`src/rtl/mouse_ps2_tx.sv`:
```
// PS/2 device-side transmitter for a 3-byte mouse movement packet.
// The packet is built from direction flags and magnitudes at the moment of
// acceptance. Each byte goes out as an 11-bit frame with a device-driven
// clock, and there is an idle gap between the bytes of one packet.
module mouse_ps2_tx #(
  parameter int HALF = 2000,
  parameter int GAP  = 4000
) (
  input  logic       clk,
  input  logic       reset,
  input  logic       send,
  input  logic       click,
  input  logic       izquierda,
  input  logic       derecha,
  input  logic       arriba,
  input  logic       abajo,
  input  logic [7:0] mag_x,
  input  logic [7:0] mag_y,
  output logic       ps2_clk,
  output logic       ps2_data,
  output logic       busy,
  output logic       done
);

  localparam int CMAX = (HALF > GAP) ? HALF : GAP;
  localparam int CW   = $clog2(CMAX + 1);

  typedef enum logic [2:0] {IDLE, BIT_HI, BIT_LO, GAP_ST, FIN} state_t;

  state_t          state;
  logic [CW-1:0]   cnt;
  logic [3:0]      bit_cnt;
  logic [1:0]      byte_cnt;
  logic [2:0][7:0] pkt;      // pkt[0] is always the byte currently on the wire
  logic [9:0]      sh;       // frame bits still to be sent, next one at [0]

  logic [8:0]      x_new, y_new;
  logic [2:0][7:0] pkt_new;
  logic [10:0]     f_new, f_next;

  // Frame layout, index 0 first: start 0, data LSB first, odd parity, stop 1.
  function automatic logic [10:0] frame_of(input logic [7:0] b);
    return {1'b1, ~^b, b, 1'b0};
  endfunction

  // Build the packet from the live inputs. A zero magnitude gives 0 with
  // sign 0 even in the negative direction, because 0 - 0 = 0.
  always_comb begin
    x_new = '0;
    y_new = '0;
    if (derecha && !izquierda)      x_new = {1'b0, mag_x};
    else if (izquierda && !derecha) x_new = 9'd0 - {1'b0, mag_x};
    if (arriba && !abajo)           y_new = {1'b0, mag_y};
    else if (abajo && !arriba)      y_new = 9'd0 - {1'b0, mag_y};
    pkt_new[0] = {2'b00, y_new[8], x_new[8], 1'b1, 2'b00, click};
    pkt_new[1] = x_new[7:0];
    pkt_new[2] = y_new[7:0];
    f_new      = frame_of(pkt_new[0]);
    f_next     = frame_of(pkt[1]);
  end

  // Transmit sequencer. Every state entry reloads cnt, and all outputs are registered.
  always_ff @(posedge clk) begin
    if (reset) begin
      state    <= IDLE;
      ps2_clk  <= 1'b1;
      ps2_data <= 1'b1;
      busy     <= 1'b0;
      done     <= 1'b0;
      cnt      <= '0;
      bit_cnt  <= '0;
      byte_cnt <= '0;
      pkt      <= '0;
      sh       <= '0;
    end else begin
      done <= 1'b0;
      case (state)
        IDLE: begin
          ps2_clk  <= 1'b1;
          ps2_data <= 1'b1;
          if (send) begin
            pkt      <= pkt_new;
            ps2_data <= f_new[0];
            sh       <= f_new[10:1];
            bit_cnt  <= '0;
            byte_cnt <= '0;
            busy     <= 1'b1;
            cnt      <= CW'(HALF - 1);
            state    <= BIT_HI;
          end
        end
        BIT_HI: begin
          if (cnt == '0) begin
            ps2_clk <= 1'b0;
            cnt     <= CW'(HALF - 1);
            state   <= BIT_LO;
          end else begin
            cnt <= cnt - CW'(1);
          end
        end
        BIT_LO: begin
          if (cnt == '0) begin
            ps2_clk <= 1'b1;
            if (bit_cnt != 4'd10) begin
              bit_cnt  <= bit_cnt + 4'd1;
              ps2_data <= sh[0];
              sh       <= {1'b0, sh[9:1]};
              cnt      <= CW'(HALF - 1);
              state    <= BIT_HI;
            end else if (byte_cnt != 2'd2) begin
              ps2_data <= 1'b1;
              cnt      <= CW'(GAP - 1);
              state    <= GAP_ST;
            end else begin
              ps2_data <= 1'b1;
              done     <= 1'b1;
              cnt      <= '0;
              state    <= FIN;
            end
          end else begin
            cnt <= cnt - CW'(1);
          end
        end
        GAP_ST: begin
          if (cnt == '0) begin
            byte_cnt <= byte_cnt + 2'd1;
            pkt      <= {8'h00, pkt[2], pkt[1]};
            ps2_data <= f_next[0];
            sh       <= f_next[10:1];
            bit_cnt  <= '0;
            cnt      <= CW'(HALF - 1);
            state    <= BIT_HI;
          end else begin
            cnt <= cnt - CW'(1);
          end
        end
        FIN: begin
          busy  <= 1'b0;
          cnt   <= '0;
          state <= IDLE;
        end
        default: state <= IDLE;
      endcase
    end
  end

endmodule

```
`config.mk`:
```
export PLATFORM = sky130hd
export DESIGN_NAME = mouse_ps2_tx
export DESIGN_NICKNAME = d
export VERILOG_FILES = /design/src/rtl/mouse_ps2_tx.sv
export SDC_FILE = /design/constraint.sdc
export NUM_CORES = 1
export LEC_CHECK = 0
export CELL_PAD_IN_SITES_DETAIL_PLACEMENT = 0
export CELL_PAD_IN_SITES_GLOBAL_PLACEMENT = 2
export CORE_ASPECT_RATIO = 1.1
export CORE_MARGIN = 1
export CORE_UTILIZATION = 37
export CTS_CLUSTER_DIAMETER = 80
export CTS_CLUSTER_SIZE = 12
export DETAILED_ROUTE_END_ITERATION = 6
export GPL_TIMING_DRIVEN = 1
export HOLD_SLACK_MARGIN = 0.1
export PLACE_DENSITY = 0.83
export SLEW_MARGIN = 20
export SYNTH_ARGS = -nofsm -noshare
export SYNTH_HDL_FRONTEND = slang
export SYNTH_SLANG_ARGS = --single-unit
```
`constraint.sdc`:
```
create_clock -name clk -period 5.3 [get_ports clk]
set_input_delay 1.06 -clock clk [delete_from_list [all_inputs] [get_ports clk]]
set_output_delay 1.06 -clock clk [all_outputs]
set_load 0.1 [all_outputs]
```
==> After elaboration in Yosys (flattened, before gate mapping) <==
Cells that the tools add are included.
{ "op_classes": {"n_reduce_logical": 26, "n_mux": 43, "add_sub_neg": 5, "eq_ne": 11, "n_bitwise": 2} }
{ "ops": {"columns": ["cell", "count"], "rows": [
  ["$mux 12", 5],
  ["$mux 24", 2],
  ["$pmux 12 s4", 1],
  ["$pmux 24 s2", 1],
  ["$mux 10", 4],
  ["$mux 9", 4],
  ["$pmux 10 s3", 1],
  ["$mux 3", 6],
  ["$sub 1x8->9 const A", 2],
  ["$mux 4", 4],
  ["$reduce_xnor 8->1", 2],
  ["$logic_not 12->1", 1],
  ["$ne 2x2->1 const B", 6],
  ["$pmux 3 s4", 1],
  ["$pmux 4 s3", 1],
  ["$sub 12x1->12 const B", 1],
  ["$reduce_and 3->1", 3],
  ["$mux 1", 7],
  ["$eq 3x2->1 const B", 2],
  ["$pmux 1 s3", 2],
  ["$reduce_bool 3->1", 2],
  ["$reduce_and 5->1", 1],
  ["$add 4x1->4 const B", 1],
  ["$logic_and 1x1->1", 4],
  ["other kinds (16)", 23]
]} }
{ "word_totals": {"in_bits": 24, "out_inout_bits": 4, "reg_bits": 51, "wordCells": 98} }

==> Depth between registers and ports, before layout <==
Gate-level depths: netlist of run 1.
{ "logic_depth": {"ltp_word": 7, "ltp_mapped": 9} }

==> Least setup slack after synthesis of run 1 <==
No wires, ideal clock.
{ "synth_path": {"path_kind": "input to register", "from": "input mag_x[0]", "to": "register sh[8]", "required_ns": 5.180, "n_path_buf": 0, "setup_slack_ns": 2.796, "path_stages": 7, "setup_time_ns": 0.120, "arrival_time_ns": 2.385, "cell_sequence": "inv_1 ha_1 nor3b_1 a31oi_1 xnor2_1 xnor2_1 a211o_1"} }
{ "synth_via": {"elab_chain_len": 6} }
{ "synth_lines": {"columns": ["element", "line_no", "text"], "rows": [
  ["start, declared", "17", "input logic [7:0] mag_x,"],
  ["$sub 1x8->9", "52", "else if (izquierda && !derecha) x_new = 9'd0 - {1'b0, mag_x};"],
  ["$mux 9", "52", null],
  ["$mux 9", "51", "if (derecha && !izquierda) x_new = {1'b0, mag_x};"],
  ["$reduce_xnor 8->1", "43", "return {1'b1, ~^b, b, 1'b0};"],
  ["$mux 10", "81", "if (send) begin"],
  ["$pmux 10 s3", "77", "case (state)"],
  ["end signal, assigned", "84", "sh <= f_new[10:1];"],
  ["end signal, assigned", "107", "sh <= {1'b0, sh[9:1]};"],
  ["end signal, assigned", "129", "sh <= f_next[10:1];"],
  ["end, declared", "35", "logic [9:0] sh;"]
]} }
Every way passes these cells. The select of a mux whose other input is x is not followed.
A chain may end at the register's enable or synchronous reset.

==> Worst setup path in the final report of run 1 <==
{ "layout_path": {"from": "input mag_x[1]", "to": "register sh[8]"} }
The elaborated chain is that of the path after synthesis.

==> results of run 1 <==
[flip-flops by register name, summed over array words and instances (netlist names)]
name      flops
cnt          12
sh           10
f_next        8
pkt           8
bit_cnt       4
state         3
byte_cnt      2
busy          1
done          1
ps2_clk       1
ps2_data      1
[synthesized netlist by cell type, types with 3 or more instances]
master / number / area share, %
dfxtp_1: 51 / 34
a21oi_1: 41 / 6.8
o21ai_0: 30 / 4.9
nor2_1: 29 / 3.6
nand2_1: 27 / 3.3
xnor2_1: 18 / 5.2
a211oi_1: 12 / 3.0
clkbuf_1: 12 / 1.5
inv_1: 12 / 1.5
nand3_1: 12 / 2.0
nor3_1: 12 / 2.0
a31oi_1: 7 / 1.4
ha_1: 7 / 2.9
o211ai_1: 7 / 1.7
buf_2: 6 / 0.99
mux2i_1: 6 / 2.0
nor2b_1: 6 / 1.2
o2bb2ai_1: 6 / 1.7
a31o_2: 5 / 1.4
mux2_2: 5 / 1.9
nand2b_1: 5 / 1.0
xor2_1: 5 / 1.4
nor4_1: 4 / 0.82
o31ai_1: 4 / 0.99
or3_1: 4 / 0.82
a2111oi_0: 3 / 0.87
[metal layers]
layer  wire length (um)  part of all wire, %
met5                  0                    0
met4                 76                 0.97
met3                150                  1.9
met2               4020                   51
met1               3610                   46
[worst paths after layout]
| check | end | start | depth (start not counted) |
|---|---|---|---|
| max | sh[8]$_SDFFE_PP0P_ | mag_x[1] | 8 |
| min | sh[5]$_SDFFE_PP0P_ | sh[5]$_SDFFE_PP0P_ | 2 |
| max reg2reg | bit_cnt[1]$_SDFFE_PP0P_ | state[0]$_SDFFE_PP0P_ | 5 |
| min reg2reg | sh[5]$_SDFFE_PP0P_ | sh[5]$_SDFFE_PP0P_ | 2 |
[worst register-to-register path: stages, from the launching register on]
cell and delay (ps):
dfxtp_1 910, nor2_1 400, and2_1 310, a31oi_2 550, o21ai_0 340, a211oi_1 250
[power by group through the flow]
stage / sequential (W) / combinational [W] / clock, W
finish: 0.000459 / 0.000287 / 0.000226
detailed placement: 0.000468 / 0.000287 / 0
global placement: 0.000468 / 0.000286 / 0
global route: 0.000466 / 0.000321 / 0.000249
floorplan: 0.000466 / 0.000210 / 0
CTS: 0.000459 / 0.000289 / 0.000232
[layout make-up]
class | count | area, sq um
clock inverter | 1 | 5.00
sequential | 51 | 1020
tap | 108 | 135
inverter | 13 | 48.8
multi-input combinational | 291 | 1880
timing repair buffer | 29 | 285
fill | 832 | 4460
clock buffer | 7 | 76.3
[stage by stage]
step,utilization [%],power (W)
5_1_grt,43.7,0.00104
4_1_cts,43.7,0.000980
6_report,43.7,0.000972
2_1_floorplan,-,0.000675
3_5_place_dp,42.6,0.000755
3_3_place_gp,42.6,0.000754
[kinds of logic (layout without fill, tap and decap cells)]
kind of cell	Yosys count	count (layout)	share of synthesized area (%)
XOR/XNOR	23	23	6.63
multiplexers	11	11	3.83
flip-flops	51	51	33.6
AND/OR/NAND/NOR	115	115	19.7
adder cells (fa/ha/maj)	7	7	2.88
AO/OA/AOI/OAI	135	135	28.7
buffers and inverters	34	50	4.57
==> results by stage, run 1 <==
Drt:
- The average wire per standard cell is 15.7 um.
- The remaining number of nets flagged by the antenna check after routing is 0.
- For this run, the detailed router's first-pass iteration total came to 4.
- For this block, the via count after detailed routing is 2,795.
- In the routed layout, each cell is associated on average with a via count of 5.59.
- In the routed design, unresolved DRC markers number 0.
- The final layout contains routed wiring with a total length of 7860 um.
- The detailed router's first-iteration violation count is 90.

Logic synthesis:
- The number of flip-flops and latches in the synthesized netlist is 51.
- The share of the yosys chip area belonging to registers is 33.6%.
- The number of enable-type register cells in the synthesized netlist is 0.
- The number of warnings printed during yosys synthesis is 0.
- Counting distinct cell types in the post-synthesis netlist gives 58.
- After technology mapping, the gate count stands at 376.
- After synthesis the cells add up to 3040 sq um.
- The total nets after synthesis is 407.
- In the synthesized netlist the dominant register cell turns out to be dfxtp_1.
- The proportion of synthesized flip-flops having asynchronous set or reset is 0%.
- The mean area per synthesized cell is 8.08 sq um.

Worst setup path:
- The internal reg-to-reg setup slack is 2460 ps.
- The required time of the critical path is 5510 ps.
- The largest individual stage delay along the critical path comes from the cell nor3b_1.
- The signal on the critical path passes through clkdlybuf4s50_1 -> inv_1 -> ha_1 -> nor3b_1 -> a31oi_1 -> xnor2_1 -> xnor2_1 -> a211o_1.
- The type of the worst setup path is input port to register.
- The critical path's top delay family is compound AO/OA/AOI/OAI gates.
- At the worst endpoint, the arrival time is 3170 ps.
- The most numerous cell type found on the critical path is xnor2_1.
- The critical-path maximum fanout is 5.
- The worst setup path is captured at a register.
- The type of origin of the critical path is an input port.
- In this design, the stage delay of the slowest critical-path cell is 490 ps.
- The critical path contains buffers and inverters numbering 2 combined.

Clock tree:
- The tree is rooted in a clkbuf_8.
- The hold buffer count at CTS is 0.
- The number of buffers inserted by post-CTS setup repair is 0.
- The later pin in the worst-skew pair is clocked with a latency of 310 ps.
- The post-CTS resize count is 0.
- Clock tree synthesis found a total of 51 sinks.
- The number of CTS-inserted buffers is 5.
- TritonCTS built the clock tree.
- The longest clock path from root to sink contains 2 buffers.
- The clock transition at the registers of the reported paths is 100 ps.
- The total number of H-tree levels is 2.

STA:
- Setup repair after global routing left no endpoint under its margin.
- The headroom to the max-slew limit is 30.9%.
- The final worst-path cycle share is 55.9%.
- The shortest clock period the worst path allows after layout is 2960 ps.
- Setup violations remaining at the end of the flow were counted as 0.
- The final-report hold violation count came to 0.
- The smallest setup slack after layout is 2340 ps.
- The total count of max-transition violations in the final report came to 0.
- For this run, the top clock speed supported by timing is 338 MHz.
- The clock arrives with 12.8 ps of skew.
- At the pin with the least slew margin, the transition time is 1030 ps.
- The tightest hold path in the finished design has a slack of 456 ps.
- In the final timing run, aggregate negative setup slack is 0 ps.

Run:
- The number of maximum-capacitance violations is 0.

Power and ir drop:
- The power density of the placed cells is 281 nW/um^2.
- The leakage power figure is 1.19 nW.
- The relative contribution of the clock network to total power is 23.3%.
- The analysis attributes to net switching a power of 0.000344 W.
- The fraction of power spent switching nets is 35.4%.
- The combinational group share of total power is 29.5%.
- The cell-internal power is 0.000628 W.
- IR analysis of the VDD net gives a maximum drop of 0.107 mV.
- The sequential power share is 47.2%.

Die:
- The die span in y is 97.0 um.
- The floorplan step defined a core boundary enclosing 7910 sq um.
- The die covers 8570 sq um.
- The die span in x is 88.4 um.
- The number of rows in the core area is 34.
- The initial core utilization is 38.4%.
- During I/O placement, the number of pins put on the boundary was 28.

Global routing:
- In the global route stage, met1 resource usage came out at 25.5%.
- The global routing stage identified its most utilized layer as met2.
- For this run, global-route usage on met2 was measured as 34.4%.
- For this run, the total global-route usage over all layers was measured as 19.9%.
- The fraction of met3 tracks used by global routing is 2.90%.
- The number of global-route vias before repair is 2,712.
- The first global-routing pass estimated 13,400 um of wire.
- The initial antenna violation count is 0.
- After global routing the overflow that remains totals 0.
- Entering global routing, the biggest net connects 32 pins.

Min path:
- The worst hold path belongs to the class register to register.

Finish:
- Leaving out fill and tap cells, the most frequent cells in the layout are dfxtp_1, a21oi_1, o21ai_0.
- The ratio of cells with drive above 1 in the final layout is 6.63%.
- The final cell area excluding filler cells is 3450 sq um.
- The area growth from synthesis to layout is 13.8%.
- For this run, the number of standard cells in the final layout without fillers is 500.
- The number of nets in the layout is 422.
- The library cell used most frequently in the layout, excluding fill and tap cells, is dfxtp_1.
- The number of antenna diodes is 0.

Outcome:
- The run finished with clean final reports.

Placed design:
- The wire-length estimate of the detail-placed layout is 5730 um.
- The final RePlAce weighted congestion is 0.752.
- In this run the tool buffered the top-level ports with 27 buffer cells.
- Timing analysis after detailed placement gives a worst setup slack of 2030 ps.
- The placed cell area is 3370 sq um.
- After detailed placement, the design holds a cell count of 492.
Note: power is estimated with default switching activity, not from simulation.
==> run 2, diff against run 1 <==
- CORE_UTILIZATION: 37 -> 34
- PLACE_DENSITY: 0.83 -> 0.77
- clock period: 5.3 -> 2.85 ns (I/O delays scaled with it)
==> run 2 against run 1 <==
Against the previous run:
- cell count is 3.4% higher
- worst hold slack worse by 2.3 ps
- core utilization is 2.0 points lower
- total power is 91% higher
- critical endpoint is now f_next[5]$_SDFFE_PP0P_
==> results by stage, run 2 (synthesis gave the netlist of run 1 again) <==
STA:
- The final-report hold violation count is 0 (unchanged).
- The setup TNS after final layout came to 0 ps (unchanged).
- The total count of max-transition violations in the final report is 0 (unchanged).
- The worst-margin pin slew is 753 ps (-279 ps).
- The headroom to the max-slew limit came to 49.6% (+19 points).
- The final worst-path cycle share is 84.6%.
- Setup repair after global routing left no endpoint under its margin.
- The number of setup violations in the final report was 0 (unchanged).
- The final clock skew is 9.66 ps (-3.14 ps).
- Based on the critical path, the design can be clocked at up to 415 MHz.
- The shortest clock period the worst path allows after layout is 2410 ps.

Worst setup path:
- The internal reg-to-reg setup slack is 440 ps (-2020 ps).
- The critical path's slowest cell is and4_1.
- The endpoint kind of the worst setup timing path is a register.
- The type of the worst setup path is register to register.
- The arrival time at the worst endpoint was 2660 ps (-510 ps).
- The delay of the slowest cell on the worst path was 430 ps (-60 ps).
- STA classifies the critical path startpoint as a register.
- The required time of the critical path is 3100 ps (-2410 ps).
- The critical path's top delay family is compound AO/OA/AOI/OAI gates.
- The critical-path maximum fanout is 9 (+4).
- The startpoint of the lowest-slack register-to-register path is cnt[0]$_SDFFE_PP0P_.
- The number of cells traversed by the worst register-to-register path came to 8 (+3).
- The number of buffer and inverter instances along the worst setup path is 2 (unchanged).
- Walking the worst path, the cells encountered are inv_1 -> ha_1 -> nor2b_1 -> and4_1 -> a31oi_2 -> buf_4 -> a2111oi_0 -> a31o_1.
- The endpoint identified for the worst register-to-register timing path is f_next[5]$_SDFFE_PP0P_.

Die:
- The I/O pin count came to 28 (unchanged).
- The core outline area is 8540 sq um (+7.9%).
- The initial core utilization came to 35.6% (-2.8 points).
- The die span in y is 101 um (+4.2%).
- The die span in x came to 92.1 um (+4.2%).
- The die outline area was 9310 sq um (+8.6%).
- The number of rows in the core area was 35 (+2.9%).

Global routing:
- The largest net degree at the start of global routing is 24 (-25%).
- The global routing usage summed across all routing layers was 18.8% (-1.1 points).
- The total congestion overflow after global routing was 0 (unchanged).
- The initial antenna violation count came to 0 (unchanged).
- The first-pass GRT wire length came to 13,900 um (+3.7%).
- The number of global-route vias before repair came to 2,826 (+4.2%).

Drt:
- The detailed router's first-iteration violation count is 62 (-31%).
- The remaining number of nets flagged by the antenna check after routing is 0 (unchanged).
- The total number of vias is 2,845 (+1.8%).
- The average wire per standard cell came to 16.0 um (+1.7%).
- The residual DRC count is 0 (unchanged).
- The first-pass detailed-route iteration total is 4 (unchanged).
- The total wirelength of the detailed-routed design came to 8270 um (+5.2%).
- The ratio of routed vias to standard cells was 5.50 (-1.6%).

Power and ir drop:
- The power density of the placed cells is 522 nW/um^2 (+85%).
- The leakage power figure came to 1.27 nW (+6.8%).
- The sequential power share is 45.2% (-2.0 points).
- The relative contribution of the clock network to total power is 23.7% (+0.4 points).
- The fraction of power spent switching nets was 35.0% (-0.35 points).
- The net switching power is 0.000651 W (+89%).
- The cell-internal power is 0.00121 W (+92%).
- The combinational group share of total power was 31.1% (+1.6 points).
- The worst-case vdd ir drop came to 0.194 mV (+81%).

Clock tree:
- The hold buffer count at CTS is 0 (unchanged).
- The clock latency on the worst-skew pair came to 310 ps (about the same).
- The clock transition at the registers of the reported paths was 100 ps (about the same).
- The post-CTS resize count came to 0 (unchanged).
- The number of buffers inserted by post-CTS setup repair is 0 (unchanged).
- The total number of H-tree levels is 2 (unchanged).
- The number of CTS-inserted buffers came to 5 (unchanged).
- TritonCTS built the clock tree.
- The library cell used as clock root buffer is clkbuf_8.
- The total clock sinks is 51 (unchanged).
- The largest buffer count on any clock path came to 2 (unchanged).

Min path:
- The number of cells on the worst hold path is 2 (unchanged).
- The class of the most critical hold timing path is register to register.
- The worst hold path endpoint is sh[4]$_SDFFE_PP0P_.
- In this run the most critical hold path is launched from sh[4]$_SDFFE_PP0P_.

Finish:
- The number of filler cells placed in the layout is 908 (+9.1%).
- The largest registers in the layout are cnt x12, sh x10.
- The number of flip-flops in the largest register was 12 (unchanged).
- Leaving out fill and tap cells, the most frequent cells in the layout are dfxtp_1, a21oi_1, o21ai_0.
- The number of nets in the layout is 437 (+3.6%).
- The count of placed standard cells in the final layout, fillers left out came to 517 (+3.4%).
- The largest register by flop count is cnt.
- The number of antenna diodes came to 0 (unchanged).
- The ratio of cells with drive above 1 in the final layout came to 11.1% (+4.5 points).
- The area growth from synthesis to layout is 17.3%.
- The most frequent standard cell in the layout excluding fill and tap cells is dfxtp_1.

Placed design:
- The final RePlAce weighted congestion is 0.770 (+2.5%).
- The estimated wirelength of the detail-placed design is 6260 um (+9.3%).
- The post-placement cell count was 510 (+3.7%).
- The number of buffers inserted by port buffering came to 27 (unchanged).

Outcome:
- The run finished with clean final reports.

Run:
- The number of maximum-capacitance violations came to 0 (unchanged).
[run 2: changes by cell type in the layout (fill, tap and decap cells not counted)]
cell	delta
a31oi_1	+1
a31oi_2	-1
buf_4	+19
clkbuf_1	-2
clkbuf_8	+1
clkdlybuf4s50_1	-4
[run 2: cell type report]
cell class	instances	area, sq um	share of cell area (%)
Tap cell	111	139	3.90
Sequential cell	51	1020	28.7
Clock buffer	6	82.6	2.32
Inverter	13	48.8	1.37
Timing Repair Buffer	44	388	10.9
Multi-Input combinational cell	291	1880	52.7
Clock inverter	1	5.00	0.141
[run 2: power groups by stage]
stage	logic [W]	registers, W	clock network, W
floorplan	0.000390	0.000866	0
global placement	0.000578	0.000855	0
detailed placement	0.000577	0.000856	0
CTS	0.000579	0.000840	0.000452
global route	0.000639	0.000848	0.000482
finish	0.000577	0.000840	0.000441
[run 2: worst min-delay path, delay by kind of cell, from the launching register on]
family | cells | cell delay [ps]
compound gates | 1 | 50
simple gates | 1 | 50
flops | 1 | 320
[run 2: per-stage QoR]
stage                     cell area [sq um]  util, %  power [W]  setup slack [ps]  hold WS (ps)
after floorplan                        3040        -    0.00126               836           427
after global placement                 3470     40.7    0.00143               268           441
after detailed placement               3470     40.7    0.00143               209           445
after CTS                              3560     41.7    0.00187               429           458
after global routing                   3560     41.7    0.00197               261           482
final                                  3560     41.7    0.00186               438           454
[run 2: metal layers]
metal / vias to the layer above / wire length (um) / GRT usage, %
met4: 0 / 74 / 4.21
met3: 6 / 172 / 2.79
met5: - / 0 / 0
met2: 32 / 4150 / 34.7
li1: 1448 / - / -
met1: 1359 / 3870 / 23.1
[run 2: how the worst max path moves through the flow]
stage	startpoint	to	slack [ps]	depth (start not counted)
6_report	cnt[0]$_SDFFE_PP0P_	f_next[5]$_SDFFE_PP0P_	440	8
5_1_grt	cnt[0]$_SDFFE_PP0P_	f_next[5]$_SDFFE_PP0P_	260	8
4_1_cts	cnt[0]$_SDFFE_PP0P_	sh[8]$_SDFFE_PP0P_	430	8
3_5_place_dp	mag_x[0]	sh[8]$_SDFFE_PP0P_	210	9
3_3_place_gp	mag_x[0]	sh[8]$_SDFFE_PP0P_	270	9
2_1_floorplan	mag_x[0]	sh[8]$_SDFFE_PP0P_	840	7
